## config.mk

```make
export PLATFORM = sky130hd
export DESIGN_NAME = result_capture_fifo_flat
export DESIGN_NICKNAME = d
export VERILOG_FILES = /design/src/rtl/result_capture_if.sv /design/src/rtl/result_capture_fifo.sv /design/src/flat_wrapper.sv
export SDC_FILE = /design/constraint.sdc
export NUM_CORES = 1
export LEC_CHECK = 0
export CAP_MARGIN = 15
export CORE_MARGIN = 2
export CORE_UTILIZATION = 29
export CTS_CLUSTER_SIZE = 16
export DETAILED_ROUTE_END_ITERATION = 8
export PLACE_DENSITY_LB_ADDON = 0.1
export SLEW_MARGIN = 30
export SYNTH_ARGS = -nofsm -noshare
export SYNTH_HDL_FRONTEND = slang
export SYNTH_SLANG_ARGS = --single-unit
```

## constraint.sdc

```tcl
create_clock -name clk -period 2.51 [get_ports clk]
set_input_delay 0.502 -clock clk [delete_from_list [all_inputs] [get_ports clk]]
set_output_delay 0.502 -clock clk [all_outputs]
set_load 0.01 [all_outputs]
```

## src/rtl/result_capture_if.sv

```systemverilog
// Handshake bundle between the upstream result producer, the capture FIFO and its consumer.
// The slave modport is the FIFO side; the master modport is the producer/consumer side.
interface result_capture_if #(
   parameter int DATA_W = 10,
   parameter int DEPTH  = 4,
   parameter int CNT_W  = 16
);
   localparam int LVL_W = $clog2(DEPTH) + 1;

   logic              in_valid;
   logic [DATA_W-1:0] in_data;
   logic              in_ready;
   logic              out_valid;
   logic [DATA_W-1:0] out_data;
   logic              out_ready;
   logic [LVL_W-1:0]  level;
   logic [CNT_W-1:0]  word_count;
   logic [15:0]       signature;

   modport master (
      output in_valid, in_data, out_ready,
      input  in_ready, out_valid, out_data, level, word_count, signature
   );

   modport slave (
      input  in_valid, in_data, out_ready,
      output in_ready, out_valid, out_data, level, word_count, signature
   );
endinterface

```

## src/rtl/result_capture_fifo.sv

```systemverilog
// First-word-fall-through capture FIFO for datapath result words, with a saturating accept counter.
// Define RESULT_CAPTURE_SIG_EN to build the rolling 16-bit signature; otherwise signature reads 0.
module result_capture_fifo #(
   parameter int DATA_W = 10,
   parameter int DEPTH  = 4,
   parameter int CNT_W  = 16
) (
   input  logic              clk,
   input  logic              rst,
   result_capture_if.slave   bus
);
   localparam int PTR_W = $clog2(DEPTH);
   localparam int LVL_W = PTR_W + 1;

   logic [DATA_W-1:0] mem_q [DEPTH];
   logic [DATA_W-1:0] mem_d [DEPTH];
   logic [PTR_W-1:0]  wr_ptr_q, wr_ptr_d;
   logic [PTR_W-1:0]  rd_ptr_q, rd_ptr_d;
   logic [LVL_W-1:0]  level_q, level_d;
   logic [CNT_W-1:0]  word_count_q, word_count_d;
   logic              full;
   logic              empty;
   logic              push;
   logic              pop;

   assign full  = (level_q == LVL_W'(DEPTH));
   assign empty = (level_q == '0);

   // Ready comes from registered occupancy only, so a full FIFO never accepts
   // a word on the strength of a same-cycle pop.
   assign bus.in_ready  = ~rst & ~full;
   assign bus.out_valid = ~empty;
   assign bus.out_data  = mem_q[rd_ptr_q];
   assign bus.level      = level_q;
   assign bus.word_count = word_count_q;

   assign push = bus.in_valid & ~rst & ~full;
   assign pop  = bus.out_ready & ~empty;

   always_comb begin
      mem_d    = mem_q;
      wr_ptr_d = wr_ptr_q;
      rd_ptr_d = rd_ptr_q;
      level_d  = level_q;
      if (push) begin
         mem_d[wr_ptr_q] = bus.in_data;
         wr_ptr_d        = wr_ptr_q + PTR_W'(1);
      end
      if (pop) begin
         rd_ptr_d = rd_ptr_q + PTR_W'(1);
      end
      if (push && !pop) begin
         level_d = level_q + LVL_W'(1);
      end else if (pop && !push) begin
         level_d = level_q - LVL_W'(1);
      end
   end

   always_comb begin
      word_count_d = word_count_q;
      if (push && (word_count_q != {CNT_W{1'b1}})) begin
         word_count_d = word_count_q + CNT_W'(1);
      end
   end

   // Storage is cleared too so the head word reads zero straight out of reset.
   always_ff @(posedge clk) begin
      if (rst) begin
         mem_q        <= '{default: '0};
         wr_ptr_q     <= '0;
         rd_ptr_q     <= '0;
         level_q      <= '0;
         word_count_q <= '0;
      end else begin
         mem_q        <= mem_d;
         wr_ptr_q     <= wr_ptr_d;
         rd_ptr_q     <= rd_ptr_d;
         level_q      <= level_d;
         word_count_q <= word_count_d;
      end
   end

`ifdef RESULT_CAPTURE_SIG_EN
   logic [15:0] signature_q, signature_d;
   logic [15:0] word_ext;

   // Size cast zero-extends narrow words and keeps the 16 LSBs of wide ones.
   always_comb begin
      word_ext    = 16'(bus.in_data);
      signature_d = signature_q;
      if (push) begin
         signature_d = {signature_q[14:0], signature_q[15]} ^ word_ext;
      end
   end

   always_ff @(posedge clk) begin
      if (rst) begin
         signature_q <= '0;
      end else begin
         signature_q <= signature_d;
      end
   end

   assign bus.signature = signature_q;
`else
   assign bus.signature = 16'h0000;
`endif

endmodule

```

## src/flat_wrapper.sv

```systemverilog
// flat-port wrapper written by rule: the top's interface ports become plain ports
module result_capture_fifo_flat 
#(
   parameter int DATA_W = 10,
   parameter int DEPTH  = 4,
   parameter int CNT_W  = 16
)
  (clk, rst, bus_in_valid, bus_in_data, bus_out_ready, bus_in_ready, bus_out_valid, bus_out_data, bus_level, bus_word_count, bus_signature);
  result_capture_if #(.DATA_W(DATA_W), .DEPTH(DEPTH), .CNT_W(CNT_W)) bus_i ();
  input  logic clk;
  input  logic rst;
  input wire logic [$bits(bus_i.in_valid)-1:0] bus_in_valid;
  input wire logic [$bits(bus_i.in_data)-1:0] bus_in_data;
  input wire logic [$bits(bus_i.out_ready)-1:0] bus_out_ready;
  output wire logic [$bits(bus_i.in_ready)-1:0] bus_in_ready;
  output wire logic [$bits(bus_i.out_valid)-1:0] bus_out_valid;
  output wire logic [$bits(bus_i.out_data)-1:0] bus_out_data;
  output wire logic [$bits(bus_i.level)-1:0] bus_level;
  output wire logic [$bits(bus_i.word_count)-1:0] bus_word_count;
  output wire logic [$bits(bus_i.signature)-1:0] bus_signature;
  assign bus_i.in_valid = bus_in_valid;
  assign bus_i.in_data = bus_in_data;
  assign bus_i.out_ready = bus_out_ready;
  assign bus_in_ready = bus_i.in_ready;
  assign bus_out_valid = bus_i.out_valid;
  assign bus_out_data = bus_i.out_data;
  assign bus_level = bus_i.level;
  assign bus_word_count = bus_i.word_count;
  assign bus_signature = bus_i.signature;
  result_capture_fifo #(.DATA_W(DATA_W), .DEPTH(DEPTH), .CNT_W(CNT_W)) u_core (.clk(clk), .rst(rst), .bus(bus_i));
endmodule
```

# Yosys cells after proc, flatten, opt, wreduce, memory -nomap -nowiden
# Cells that the tools add are included.
[word_totals]
register_bits = 63
input_bits = 14
wordCells = 43
[classes]
n_addsub = 5
magnitude_cmp = 3
eq_ne = 2
mux = 8
bitwise = 9
reduce_logical = 8
[ops]
columns = ["cell", "count"]
rows = [
  ["$bwmux 40", 1],
  ["$mux 10", 3],
  ["$bmux 10 s2", 1],
  ["$demux 10 s2", 1],
  ["$add 16x1->16 const B", 1],
  ["$ne 16x16->1 const B", 1],
  ["$ge 3x3->1 const B", 2],
  ["$mux 3", 2],
  ["$not 2->3", 2],
  ["$add 2x1->2 const B", 2],
  ["$and 1x1->1", 4],
  ["$logic_and 1x1->1", 4],
  ["$add 3x1->3 const B", 1],
  ["$eq 3x3->1 const B", 1],
  ["$logic_not 3->1", 1],
  ["$lt 3x1->1 const B", 1],
  ["$not 1->1", 3],
  ["$sub 3x1->3 const B", 1],
  ["$logic_not 1->1", 2],
  ["$reduce_bool 2->1", 1],
]

# Longest topological paths before layout
[depth]
depth_word = 7
mapped_depth = 11

# Worst setup path before layout
# Ideal clock, no wire load.
[synth_timing]
path_kind = "input to register"
start = "in bus_in_valid"
end = "reg u_core.level_q[2] (netlist: u_core.bus.level[2])"
setup_time_ns = 0.070
arrival_ns = 2.354
required_ns = 2.440
setup_slack_ns = 0.086
path_stages = 11
n_path_buf = 2
path_cell_list = "nor2b_1 > buf_6 > nand2_4 > inv_2 > buf_2 > ha_1 > inv_1 > fa_1 > xor2_1 > or3_1 > a21oi_1"
[synth_between]
elab_chain_cells = 5
[synth_rtl]
columns = ["element", "line_no", "source"]
rows = [
  ["from (decl)", "flat_wrapper.sv:12", "input wire logic [$bits(bus_i.in_valid)-1:0] bus_in_valid;"],
  ["$and 1x1->1 * (2 in series)", "result_capture_fifo.sv:37", "assign push = bus.in_valid & ~rst & ~full;"],
  ["named net u_core.push", "result_capture_fifo.sv:23", "logic push;"],
  ["$logic_not 1->1", "result_capture_fifo.sv:54", "end else if (pop && !push) begin"],
  ["$logic_and 1x1->1", "result_capture_fifo.sv:54", ""],
  ["$reduce_bool 2->1 (no source line)", "-", ""],
  ["to (signal assigned)", "result_capture_fifo.sv:78", "level_q <= level_d;"],
  ["to (decl)", "result_capture_fifo.sv:19", "logic [LVL_W-1:0] level_q, level_d;"],
]
# The timed path passes the listed nets; every way through them passes the cells marked *.
# A chain may end at the register's enable or synchronous reset.

# Final worst setup path
[layout_timing]
start = "reg u_core.rd_ptr_q[0]"
end = "out bus_out_data[4]"
[layout_between]
elab_chain_cells = 4
[layout_rtl]
columns = ["element", "line_no", "source"]
rows = [
  ["from (decl)", "result_capture_fifo.sv:18", "logic [PTR_W-1:0] rd_ptr_q, rd_ptr_d;"],
  ["from (signal assigned)", "result_capture_fifo.sv:77", "rd_ptr_q <= rd_ptr_d;"],
  ["$not 2->3 (implied by the code)", "result_capture_fifo.sv:33", "assign bus.out_data = mem_q[rd_ptr_q];"],
  ["$bmux 10 s2", "result_capture_fifo.sv:33", ""],
  ["$mux 10 (implied by the code) (2 in series)", "result_capture_fifo.sv:33", ""],
  ["to (decl)", "flat_wrapper.sv:17", "output wire logic [$bits(bus_i.out_data)-1:0] bus_out_data;"],
]
# Every way passes these cells. The select of a mux whose other input is x is not followed.

==> impl_summary.log <==
[metrics] total power draw: 2920 uW
[metrics] sum of net half-perimeters after detailed placement: 5260 um
[metrics] Final Hold Viols: 0
[metrics] initial core utilization: 0.298
[metrics] clk buf depth: 2
[metrics] post-CTS setup buffer count: 0
[metrics] number of distinct library cells after synthesis: 44
[metrics] worst hold start: u_core.mem_q[9]
[metrics] normalized max-slew margin: 0.638
[metrics] Cell Area, Synth: 3070 sq um
[metrics] iteration count of the initial detailed-routing pass: 7
[metrics] outcome: complete, no violations
[metrics] Filler Cell Count: 1050
[metrics] TNS Setup: 0 ns
[metrics] violation count after the first detailed-route iteration: 134
[metrics] proportion of synthesized chip area in sequential cells: 0.411
[metrics] number of global-route vias before repair: 2505
[metrics] final antenna diode count: 0
[metrics] total overflow reported by the global router: 0
[metrics] Avg Vias per Cell: 4.87
[metrics] all-layer global routing usage: 0.149
[metrics] smallest setup slack after layout: 0.0892 ns
[metrics] H-tree levels: 3
[metrics] total wire length after detailed routing: 8060 um
[metrics] number of primary I/O pins: 61
[metrics] worst hold path endpoint: u_core.mem_q[9]
[metrics] post-synthesis cell count: 345
[metrics] predominant post-synthesis flop cell: sky130_fd_sc_hd__dfxtp_1
[metrics] final hold slack: 0.456 ns
[metrics] Critical R2R Capture: u_core.bus.level[2]
[metrics] Sinks on Clock Net: 63
[metrics] synthesized area per cell: 8.90 sq um
[metrics] wire length of the first global-routing pass: 13200 um
[metrics] clk_lat worst skew: 0.35 ns
[metrics] launch instance of the worst register-to-register path: u_core.bus.level[0]
[metrics] total power per unit cell area: 751 nW/um^2
[metrics] vias after detailed routing: 2625
[metrics] Syn. warnings: 0
[metrics] initial antenna violation count: 0
[metrics] maximum operating frequency: 413 MHz
[metrics] overall die height: 107 um
[metrics] critical path capture point type: output port
[metrics] Tightest Pin Transition: 0.541 ns
[metrics] Post-Place Worst Slack: -0.0585 ns
[metrics] Max IR drop VDD: 559 uV
[metrics] total DRC errors in the routed layout: 0
[metrics] Arr. time, crit path: 1.92 ns
[metrics] min Tclk post-route: 2.42 ns
[metrics] setup repair after global routing missed its margin: false
[metrics] crit path kind: reg2out
[metrics] chip width: 107 um
[metrics] worst endpoint required time: 2.01 ns
[metrics] number of storage elements in the synthesis netlist: 63
[metrics] post-route clock skew: 0.0169 ns
[metrics] die footprint: 11400 sq um
[metrics] layout cell share with drive strength beyond 1: 0.144
[metrics] Cell Area, Placed: 3660 sq um
[metrics] Leakage: 0.00132 uW
[metrics] design area: 3890 sq um
[metrics] part of the cycle the worst path needs: 0.964
[metrics] CTS tree: done
[metrics] Final Wtd Congestion: 0.774
[metrics] startpoint kind of the worst setup timing path: flip-flop
[metrics] Setup violations, final: 0
[metrics] quantity of gates resized following cts: 0
[metrics] routed length per placed instance: 15.0 um
[metrics] max_cap viols: 0
[metrics] cell count of the worst hold path: 2
[metrics] number of enable-type register cells in the synthesized netlist: 0
[metrics] number of buffers created by CTS: 9
[metrics] pin count of the biggest net entering global routing: 45
[metrics] logic depth of the worst register-to-register path: 8
[metrics] count of standard-cell rows: 37
[metrics] area of the core region: 10300 sq um
[metrics] Routed Antenna Nets: 0
[metrics] Clock Pin Slew Worst Setup and Hold Paths: 0.07 ns
[metrics] Synth async-reset ratio: 0
[metrics] FF-to-FF setup slack: 0.36 ns
[metrics] number of hold-repair buffers added at the cts stage: 0
[metrics] Area Overhead vs Synth: 26.6%
[metrics] Root Buffer Master: sky130_fd_sc_hd__clkbuf_8
[metrics] IO Port Bufs: 44
[metrics] Layout Nets: 419
[metrics] worst hold-check path type: reg2reg
[metrics] number of pins with negative max-slew slack in the final report: 0
[metrics] source of the critical timing path: u_core.rd_ptr_q[0]
[metrics] maximum fanout along the worst path: 12
cells in the mapped netlist (5+ instances only):
cell                       count  area [sq um]
sky130_fd_sc_hd__clkbuf_1      8          30.0
sky130_fd_sc_hd__dfxtp_1      63          1260
sky130_fd_sc_hd__nand3_1      47           235
sky130_fd_sc_hd__inv_1         5          18.8
sky130_fd_sc_hd__or4_1         8          60.1
sky130_fd_sc_hd__nor2_1        9          33.8
sky130_fd_sc_hd__mux4_2       10           225
sky130_fd_sc_hd__buf_4        17           128
sky130_fd_sc_hd__ha_1          6          75.1
sky130_fd_sc_hd__a21oi_1      52           260
sky130_fd_sc_hd__buf_1         6          22.5
sky130_fd_sc_hd__o31ai_1       8          60.1
sky130_fd_sc_hd__o21ai_0       5          25.0
sky130_fd_sc_hd__nand4_1       6          37.5
sky130_fd_sc_hd__or3_1         5          31.3
sky130_fd_sc_hd__nand2_1      49           184
sequential cells by signal, summed over array words and instances, names as in the netlist:
signal                 cells
u_core.bus.level           3
u_core.bus.word_count     16
u_core.mem_q              40
u_core.rd_ptr_q            2
u_core.wr_ptr_q            2
worst max path at each step:
stage / end / slack (ns) / cells past startpoint
finish: bus_out_data[4] / 0.09 / 3
CTS: bus_out_data[0] / 0.02 / 2
detailed placement: u_core.bus.level[2] / -0.06 / 11
floorplan: u_core.bus.level[2] / 0.09 / 11
global placement: u_core.bus.level[2] / -0.03 / 11
global route: bus_out_data[7] / 0.0006 / 3
report_power, final:
part	switching (uW)	total, uW	internal [uW]
sequential	64.4	1130	1070
clock	434	1000	571
combinational	418	781	363
cell families after synthesis:
| group | count (synthesis) | share of synthesized area |
|---|---|---|
| buf+inv | 42 | 0.0782 |
| other cells | 1 | 0.00122 |
| fa+ha+maj | 7 | 0.0310 |
| xor+xnor | 5 | 0.0143 |
| compound gates | 70 | 0.127 |
| flops | 63 | 0.411 |
| mux | 13 | 0.0839 |
| simple gates | 144 | 0.254 |
layout make-up:
class	instances	area, sq um	share of cell area
repair buffers	63	578	0.149
clock buffers	9	124	0.0319
clock inverters	7	104	0.0267
well taps	136	170	0.0438
multi-input cells	255	1630	0.418
flip-flops and latches	63	1260	0.325
inverters	6	22.5	0.00579
worst max-delay path, stage by stage (launching register included):
cell and delay [ns]:
sky130_fd_sc_hd__dfxtp_1 0.31, sky130_fd_sc_hd__buf_4 0.25, sky130_fd_sc_hd__mux4_2 0.53, sky130_fd_sc_hd__clkdlybuf4s50_1 0.49
placed cells by master, fill, tap and decap left out, types with 2 or more instances in the layout:
cell	instances
sky130_fd_sc_hd__clkbuf_8	9
sky130_fd_sc_hd__ha_1	6
sky130_fd_sc_hd__o31ai_1	8
sky130_fd_sc_hd__mux2_2	2
sky130_fd_sc_hd__nand2_1	49
sky130_fd_sc_hd__or3_1	5
sky130_fd_sc_hd__nor2_1	9
sky130_fd_sc_hd__nand4_1	6
sky130_fd_sc_hd__inv_6	2
sky130_fd_sc_hd__bufinv_16	2
sky130_fd_sc_hd__inv_1	5
sky130_fd_sc_hd__nor2b_1	3
sky130_fd_sc_hd__o21ai_0	5
sky130_fd_sc_hd__clkinv_4	3
sky130_fd_sc_hd__dfxtp_1	62
sky130_fd_sc_hd__clkdlybuf4s50_1	43
sky130_fd_sc_hd__o311ai_0	2
sky130_fd_sc_hd__xor2_1	4
sky130_fd_sc_hd__mux4_2	10
sky130_fd_sc_hd__a21oi_1	52
sky130_fd_sc_hd__and2_1	3
sky130_fd_sc_hd__or4_1	8
sky130_fd_sc_hd__conb_1	16
sky130_fd_sc_hd__buf_4	19
sky130_fd_sc_hd__nand4_4	2
sky130_fd_sc_hd__nand3_1	47
metal layers:
| layer | vias to the layer above | global-route usage | part of all wire |
|---|---|---|---|
| met4 | 0 | 0.0501 | 0.0097 |
| met2 | 60 | 0.223 | 0.43 |
| li1 | 1323 | - | - |
| met1 | 1236 | 0.210 | 0.51 |
| met5 | - | 0 | 0 |
| met3 | 6 | 0.0371 | 0.046 |
metrics by stage:
step                       util  std cells
after floorplan               -        360
after global placement    0.354        523
after detailed placement  0.354        523
after CTS                 0.376        539
after global routing      0.377        539
final                     0.377        539
Power figures use the tool's default switching activity.
